File: config.mk
export PLATFORM = sky130hd
export DESIGN_NAME = rv_plic_core_mt
export DESIGN_NICKNAME = d
export VERILOG_FILES = /design/src/rtl/rv_plic_core_mt.sv
export SDC_FILE = /design/constraint.sdc
export NUM_CORES = 1
export LEC_CHECK = 0
export BUFFER_PORTS_ARGS = -buffer_cell sky130_fd_sc_hd__buf_2
export CORE_MARGIN = 2
export CORE_UTILIZATION = 40
export DETAILED_ROUTE_END_ITERATION = 12
export SETUP_SLACK_MARGIN = 0.5
export SYNTH_ARGS = -nofsm -noshare
export SYNTH_HDL_FRONTEND = slang
export SYNTH_SLANG_ARGS = --single-unit
File: constraint.sdc
create_clock -name clk_i -period 43.7 [get_ports clk_i]
set_input_delay 4.37 -clock clk_i [delete_from_list [all_inputs] [get_ports clk_i]]
set_output_delay 4.37 -clock clk_i [all_outputs]
set_load 0.01 [all_outputs]
File: src/rtl/rv_plic_core_mt.sv
// rv_plic_core_mt: multi-target PLIC core with per-source gateways, queued edge counts and
// deterministic claim arbitration between targets.
module rv_plic_core_mt #(
    parameter int N_SOURCE = 32,
    parameter int N_TARGET = 2,
    parameter int MAX_PRIO = 7,
    parameter int CNT_W    = 3,
    parameter int SRCW     = $clog2(N_SOURCE + 1),
    parameter int PRIOW    = $clog2(MAX_PRIO + 1)
) (
    input  logic                         clk_i,
    input  logic                         rst_i,
    input  logic [N_SOURCE-1:0]          intr_src_i,
    input  logic [N_SOURCE-1:0]          le_i,
    input  logic [N_SOURCE*PRIOW-1:0]    prio_i,
    input  logic [N_TARGET*N_SOURCE-1:0] ie_i,
    input  logic [N_TARGET*PRIOW-1:0]    threshold_i,
    input  logic [N_TARGET-1:0]          claim_req_i,
    output logic [N_TARGET*SRCW-1:0]     claim_id_o,
    input  logic [N_TARGET-1:0]          complete_req_i,
    input  logic [N_TARGET*SRCW-1:0]     complete_id_i,
    output logic [N_TARGET-1:0]          irq_o,
    output logic [N_TARGET*SRCW-1:0]     irq_id_o,
    output logic [N_SOURCE-1:0]          ip_o,
    output logic [N_SOURCE-1:0]          ovf_o
);
    typedef enum logic [1:0] {IDLE, PEND, CLAIMED} gw_e;
    localparam logic [CNT_W-1:0] CNT_MAX = '1;

    gw_e                state   [N_SOURCE];
    gw_e                state_n [N_SOURCE];
    logic [CNT_W-1:0]   cnt     [N_SOURCE];
    logic [CNT_W-1:0]   cnt_n   [N_SOURCE];
    logic [PRIOW-1:0]   prio    [N_SOURCE];
    logic [N_SOURCE-1:0] src_q, rise, consume, inc, ovf_set, claimed, completed;
    logic [N_TARGET-1:0] irq_n;
    logic [N_TARGET*SRCW-1:0] irq_id_n;
    logic [PRIOW-1:0]   best_p;
    logic [SRCW-1:0]    best_id;

    for (genvar s = 0; s < N_SOURCE; s++) begin : g_prio
        logic [PRIOW-1:0] raw;
        assign raw = prio_i[s*PRIOW +: PRIOW];
        if ((2**PRIOW) - 1 > MAX_PRIO) begin : g_clamp
            assign prio[s] = (raw > PRIOW'(MAX_PRIO)) ? PRIOW'(MAX_PRIO) : raw;
        end else begin : g_pass
            assign prio[s] = raw;
        end
    end

    // Lower target indices are visited first, so they win a shared id.
    always_comb begin
        claimed    = '0;
        completed  = '0;
        claim_id_o = '0;
        for (int t = 0; t < N_TARGET; t++) begin
            for (int s = 0; s < N_SOURCE; s++) begin
                if (claim_req_i[t] && irq_id_o[t*SRCW +: SRCW] == SRCW'(s + 1) &&
                    state[s] == PEND && !claimed[s]) begin
                    claimed[s] = 1'b1;
                    claim_id_o[t*SRCW +: SRCW] = SRCW'(s + 1);
                end
                if (complete_req_i[t] && complete_id_i[t*SRCW +: SRCW] == SRCW'(s + 1) &&
                    state[s] == CLAIMED && ie_i[t*N_SOURCE + s])
                    completed[s] = 1'b1;
            end
        end
    end

    always_comb begin
        rise    = le_i & intr_src_i & ~src_q;
        consume = '0;
        inc     = '0;
        ovf_set = '0;
        ip_o    = '0;
        for (int s = 0; s < N_SOURCE; s++) begin
            ip_o[s]    = state[s] == PEND;
            consume[s] = le_i[s] && state[s] == IDLE && (cnt[s] != '0 || rise[s]);
            inc[s]     = rise[s] && (cnt[s] != CNT_MAX || consume[s]);
            ovf_set[s] = rise[s] && cnt[s] == CNT_MAX && !consume[s];
            cnt_n[s]   = !le_i[s]                  ? '0 :
                         (inc[s] && !consume[s])  ? cnt[s] + 1'b1 :
                         (consume[s] && !inc[s])  ? cnt[s] - 1'b1 : cnt[s];
            state_n[s] = state[s] == IDLE ?
                             ((le_i[s] ? consume[s] : intr_src_i[s]) ? PEND : IDLE) :
                         state[s] == PEND ? (claimed[s] ? CLAIMED : PEND) :
                                            (completed[s] ? IDLE : CLAIMED);
        end
    end

    // Strict '>' while scanning upward keeps the lowest id on a priority tie.
    always_comb begin
        best_p   = '0;
        best_id  = '0;
        irq_n    = '0;
        irq_id_n = '0;
        for (int t = 0; t < N_TARGET; t++) begin
            best_p  = '0;
            best_id = '0;
            for (int s = 0; s < N_SOURCE; s++) begin
                if (state[s] == PEND && ie_i[t*N_SOURCE + s] && prio[s] > best_p) begin
                    best_p  = prio[s];
                    best_id = SRCW'(s + 1);
                end
            end
            irq_id_n[t*SRCW +: SRCW] = best_id;
            irq_n[t] = best_p > threshold_i[t*PRIOW +: PRIOW];
        end
    end

    always_ff @(posedge clk_i) begin
        if (rst_i) begin
            src_q    <= '0;
            ovf_o    <= '0;
            irq_o    <= '0;
            irq_id_o <= '0;
            for (int s = 0; s < N_SOURCE; s++) begin
                state[s] <= IDLE;
                cnt[s]   <= '0;
            end
        end else begin
            src_q    <= intr_src_i;
            ovf_o    <= ovf_o | ovf_set;
            irq_o    <= irq_n;
            irq_id_o <= irq_id_n;
            for (int s = 0; s < N_SOURCE; s++) begin
                state[s] <= state_n[s];
                cnt[s]   <= cnt_n[s];
            end
        end
    end
endmodule

## Yosys cells after proc, flatten, opt, wreduce, memory -nomap -nowiden

Memories as Yosys holds them, arrays and structs flattened.
Index checks and enable logic that the tools add are counted.

- Register bits: 78
- RAM bits: 160
- Memories: 2
- Word-level logic and storage cells: 2,066
- Input port bits: 248

- Eq/ne operators: 256
- Add/subtract/negate cells: 64
- Reduce and logical (&&, ||, !) cells: 930
- Muxes and demuxes: 675
- Magnitude comparators: 65
- Bitwise gates (word level): 68

Memories:

| memory | words | bits a word | rd ports | clocked after Yosys merged registers in | write ports | RTL line | RTL |
|---|---|---|---|---|---|---|---|
| cnt | 32 | 3 | 32 | 0 | 32 | 32 | `logic [CNT_W-1:0] cnt [N_SOURCE];` |
| state | 32 | 2 | 32 | 0 | 32 | 30 | `gw_e state [N_SOURCE];` |

Operator list:

| operator | count |
|---|---|
| 1-bit logical AND | 704 |
| 6-bit 2-to-1 mux | 113 |
| 3-bit 2-to-1 mux | 196 |
| 6-bit by 5-bit equality test with 1-bit output (second input constant) | 64 |
| 2-bit 2-to-1 mux | 162 |
| 1-bit 2-to-1 mux | 199 |
| 6-bit by 4-bit equality test with 1-bit output (second input constant) | 32 |
| 3-bit > comparator | 64 |
| 3-bit by 1-bit adder with 3-bit output (second input constant) | 32 |
| 3-bit equality test (second input constant) | 32 |
| 6-bit by 3-bit equality test with 1-bit output (second input constant) | 16 |
| 1-bit zero test | 96 |
| 3-bit inequality test (second input constant) | 32 |
| 3-bit nonzero test | 32 |
| 3-bit by 1-bit subtractor with 3-bit output (second input constant) | 32 |
| 32-bit AND | 2 |
| 2-bit by 1-bit equality test with 1-bit output (second input constant) | 32 |
| 2-bit equality test (second input constant) | 32 |
| 2-bit zero test | 32 |
| 1-bit logical OR | 64 |
| 1-bit OR | 64 |
| 6-bit by 2-bit equality test with 1-bit output (second input constant) | 8 |
| 32-bit inverter | 1 |
| 32-bit OR | 1 |
| 5 further kinds | 16 |

## Longest topological paths before layout

An unclocked memory read counts as a cell.

- Word-level depth: 99
- Mapped depth: 232
- Depth with buffers taken out: 230

## Least setup slack after synthesis

OpenSTA, ideal clock, no wires.

- Kind: in2reg
- Start point: in prio_i[2]
- End point: reg irq_o[1]
- Cell stages on the path: 221
- Path slack: -839 ps
- Setup time: 133 ps
- Arrival time: 44,406 ps
- Cell sequence: nand3_1 ha_1 nand3_1 and3_4 nand2_2 mux2i_4 inv_2 ha_1 o21ai_0 a21oi_1 o21a_1 buf_2 nand2_1 mux2_2 ha_1 nor2_1 o211a_1 a21oi_1 (+185 left out) ha_1 nor2b_1 o21ai_0 nand2b_1 nand4_1 mux2_2 ha_1 inv_1 a21o_1 a21oi_1 a311oi_1 a41oi_1 a221oi_2 ha_1 inv_1 a21o_1 a21oi_1 a311oi_1

- Cells in the longest elaborated chain, start to end: 97

RTL lines:

| element | RTL line | RTL |
|---|---|---|
| start: declaration | 15 | `input logic [N_SOURCE*PRIOW-1:0] prio_i,` |
| 3-bit by 1-bit > comparator with 1-bit output | 101 | `if (state[s] == PEND && ie_i[t*N_SOURCE + s] && prio[s] > best_p) begin` |
| 1-bit logical AND | 101 |  |
| 3-bit 2-to-1 mux (*) | 101 |  |
| 3-bit > comparator | 101 |  |
| 1-bit logical AND | 101 |  |
| 3-bit 2-to-1 mux (*) | 101 |  |
| 3-bit > comparator | 101 |  |
| 1-bit logical AND | 101 |  |
| (+81 left out) | n/a |  |
| 3-bit 2-to-1 mux (*) | 101 |  |
| 3-bit > comparator | 101 |  |
| 1-bit logical AND | 101 |  |
| 3-bit 2-to-1 mux (*) | 101 |  |
| 3-bit > comparator | 101 |  |
| 1-bit logical AND | 101 |  |
| 3-bit 2-to-1 mux (*) | 101 |  |
| 3-bit > comparator (*) | 107 | `irq_n[t] = best_p > threshold_i[t*PRIOW +: PRIOW];` |
| end signal: assignment | 124 | `irq_o <= irq_n;` |
| end: declaration | 22 | `output logic [N_TARGET-1:0] irq_o,` |

Mark *: on every way between the ends. The rest lies on a longest branch, timed or not.
A chain may end at the register's enable or synchronous reset.

## Worst setup path in the final report

- Start point: in ie_i[32]
- End point: reg irq_o[1]

- Cells in the longest elaborated chain, start to end: 97

RTL lines:

| element | RTL line | RTL |
|---|---|---|
| start: declaration | 16 | `input logic [N_TARGET*N_SOURCE-1:0] ie_i,` |
| 1-bit logical AND (*) (2 in a row) | 101 |  |
| 3-bit 2-to-1 mux (*) | 101 |  |
| 3-bit > comparator | 101 |  |
| 1-bit logical AND | 101 |  |
| 3-bit 2-to-1 mux (*) | 101 |  |
| 3-bit > comparator | 101 |  |
| 1-bit logical AND | 101 |  |
| 3-bit 2-to-1 mux (*) | 101 |  |
| (+80 left out) | n/a |  |
| 3-bit 2-to-1 mux (*) | 101 |  |
| 3-bit > comparator | 101 |  |
| 1-bit logical AND | 101 |  |
| 3-bit 2-to-1 mux (*) | 101 |  |
| 3-bit > comparator | 101 |  |
| 1-bit logical AND | 101 |  |
| 3-bit 2-to-1 mux (*) | 101 |  |
| 3-bit > comparator (*) | 107 |  |

Marked as above.

==> metrics <==
ys flop type=dfxtp_1; largest net degree at the start of global routing=67; register bit count reported by yosys=about 240; sw frac=0.446; RSZ-0062 raised after global routing=true; DR pass1 iterations=5; Comb pwr share=0.685; Die Area=~59000 um2; sw power=just under 700 uW; peak supply drop=about 0.034 mV; Crit path arrival time=roughly 44000 ps; Fin. Hold Viols=0; Total Wirelength=approximately 90000 um; setup tns final=0 ps; Post-Synthesis Cells=3074; initial detailed-routing violation count=about 2200; area grow syn2layout=28.5%; later-pin clock latency in the skew report=around 540 ps; Post-synth EDFFs=0; Routed Antenna Nets=0; count of pins over their slew limit=0; Starting Density=0.403; Final Cycle Share=0.993; crit-path max FO=5; endpoint class of the critical path=flop; Final Wtd Congestion=0.996; share of layout cells above drive strength 1=0.275; average size of a mapped cell=around 7.4 um2; met3 Use GR=0.0412; Hold WC Path Type=reg2reg; status=completed; post-DR vias/cell=5.94; Setup WS post-layout=approximately 280 ps; Synth cell types=120; MaxCap Viol Count=0; Max Clk Rate=0.0230 GHz; Vias=around 26000; Cell Count, Final, Fillers Out=approximately 4400; Flop pwr share=0.177; Async S/R FF share, synth=0; placed cells=~4200; met1 global-route usage=0.399; final setup fails=0; Pint=859 uW; Worst path max stage delay=between 400 and 500 ps; clock power share=0.138; proportion of synthesized chip area in sequential cells=0.210; vias in the first global route=23500; syn nets=around 3500; Total Power=approximately 1.6 mW; Die Height=between 200 and 250 um; std cell rows=87; Die W=242 um; Yosys warnings=0; Syn Std Cell Area=~23000 um2; Clk Tree Root Cell=clkbuf_16; clock tree buffer depth=3; total core area=56200 um2; number of top-level pins=roughly 340; Worst Skew=between 20 and 25 ps; min cycle time layout=around 43000 ps; H-tree levels=1; first-pass GRT wire length=between 100000 and 150000 um; WL/cell=a little over 20 um; CTS tree=yes; CP max-delay cell=or3_4; grt met2 use=0.435; TritonCTS buffer count=25; clock sinks=238; final net count=3984; Global Route Usage Sum=0.287; IO buf count=around 340; Worst setup SP type=primary input; Worst-path clk slew=70 ps; DP Wirelength=just over 70000 um; actual slew at the worst max-slew pin=~1200 ps; pre-CTS setup slack=-1070 ps; DRC=0; pwr dens=53.3 nW/um2; Slew HR=0.170; Crit Path Class=in2reg; CP required=around 44000 ps; hold_buf cts=0; grt peak-use layer=met2; initial antenna violation count=25; Pleak=12.6 nW; grt total ovfl=0
[critical path: cells and delay by family]
family          cells  cell delay, ps
fa+ha+maj          41           11250
compound gates     76           13120
buf+inv            15            1750
mux                 9            2400
simple gates       83           10870
[worst paths after layout]
path	from	slack, ps	end	cells after the start
worst max register to register	state[0][0]	3470	irq_o[1]	225
worst min register to register	ovf_o[6]	460	ovf_o[6]	2
worst min-delay path	ovf_o[6]	460	ovf_o[6]	2
worst max-delay path	ie_i[32]	280	irq_o[1]	224
[layout by cell type (no fill, tap or decap), types with 46 or more instances in the layout]
master and count:
nor2b_1 116, dfxtp_1 238, a31oi_1 105, o21ai_0 123
mux2i_1 48, nor2_1 323, xor2_1 64, nand2_1 282
buf_2 334, nand3_1 205, or3_1 46, buf_4 253
inv_1 116, and3_1 52, a21oi_1 170, ha_1 89
nor3_1 69
[flip-flops by register name (all words and copies together), names as in the netlist]
signal,count
state,64
ovf_o,32
src_q,32
cnt,96
irq_o,2
irq_id_o,12
[cells in the mapped netlist, drive strengths merged (17+ instances only)]
cell / instances / share of area
nor3: 82 / 0.019
nor2: 371 / 0.062
xor2: 64 / 0.025
clkbuf: 80 / 0.013
a31oi: 113 / 0.032
mux2: 29 / 0.015
a21oi: 192 / 0.043
nand4: 17 / 0.0047
o31ai: 25 / 0.0093
nor3b: 27 / 0.0092
buf: 21 / 0.0052
inv: 123 / 0.020
fa: 32 / 0.028
nand3: 216 / 0.048
or2: 29 / 0.0080
nor4: 19 / 0.0059
nand2: 291 / 0.048
or4: 35 / 0.012
ha: 113 / 0.062
maj3: 29 / 0.013
a211oi: 26 / 0.0088
nand3b: 20 / 0.0066
o21ai: 159 / 0.036
nor2b: 119 / 0.033
or3: 49 / 0.014
a21o: 38 / 0.013
dfxtp: 238 / 0.21
o211ai: 34 / 0.013
o21a: 30 / 0.0099
and2: 46 / 0.013
and3: 57 / 0.016
nand2b: 28 / 0.0077
mux2i: 55 / 0.026
[repair_timing]
item / in CTS / in global routing
setup buffers: 36 / 59
resized for setup: 39 / 244
pin swaps: 34 / 189
endpoints found under the setup margin: 12 / 14
[power by group through the flow]
stage / sequential (mW) / combinational [mW] / clock, mW
after floorplan: 0.265 / 0.580 / 0
after global placement: 0.277 / 0.830 / 0
after detailed placement: 0.278 / 0.831 / 0
after CTS: 0.273 / 0.875 / 0.219
after global routing: 0.278 / 1.15 / 0.227
final: 0.274 / 1.06 / 0.214
[area by class of cell]
| type | count | area, um2 |
|---|---|---|
| diodes | 20 | 50.0 |
| fillers | 5619 | 27100 |
| flip-flops and latches | 238 | 4760 |
| clock inverters | 8 | 96.3 |
| well taps | 756 | 946 |
| inverters | 125 | 469 |
| clock buffers | 33 | 706 |
| multi-input cells | 2610 | 18500 |
| repair buffers | 591 | 3620 |
[layer usage]
layer / routed length (um) / vias to the layer above / share of wire
li1: - / 12500 / -
met1: 39600 / 12200 / 0.44
met2: 39200 / 1111 / 0.43
met3: 7000 / 223 / 0.077
met4: 4600 / 10 / 0.051
met5: 61 / - / 0.00067
[metrics by stage]
stage | utilization | hold slack [ps] | area (um2)
floorplan | - | 465 | 22900
global placement | 0.468 | 447 | 26300
detailed placement | 0.468 | 451 | 26300
CTS | 0.490 | 467 | 27500
global route | 0.518 | 495 | 29100
finish | 0.518 | 460 | 29100
[kinds of logic (layout without fill, tap and decap cells)]
logic type,Yosys count,in the layout,share of synthesized area
compound gates,847,847,0.257
xor+xnor,66,66,0.0255
fa+ha+maj,174,174,0.104
buf+inv,226,757,0.0392
flops,238,238,0.210
mux,89,89,0.0453
other cells,0,20,0
simple gates,1434,1434,0.319
Note: power is estimated with default switching activity, not from simulation.
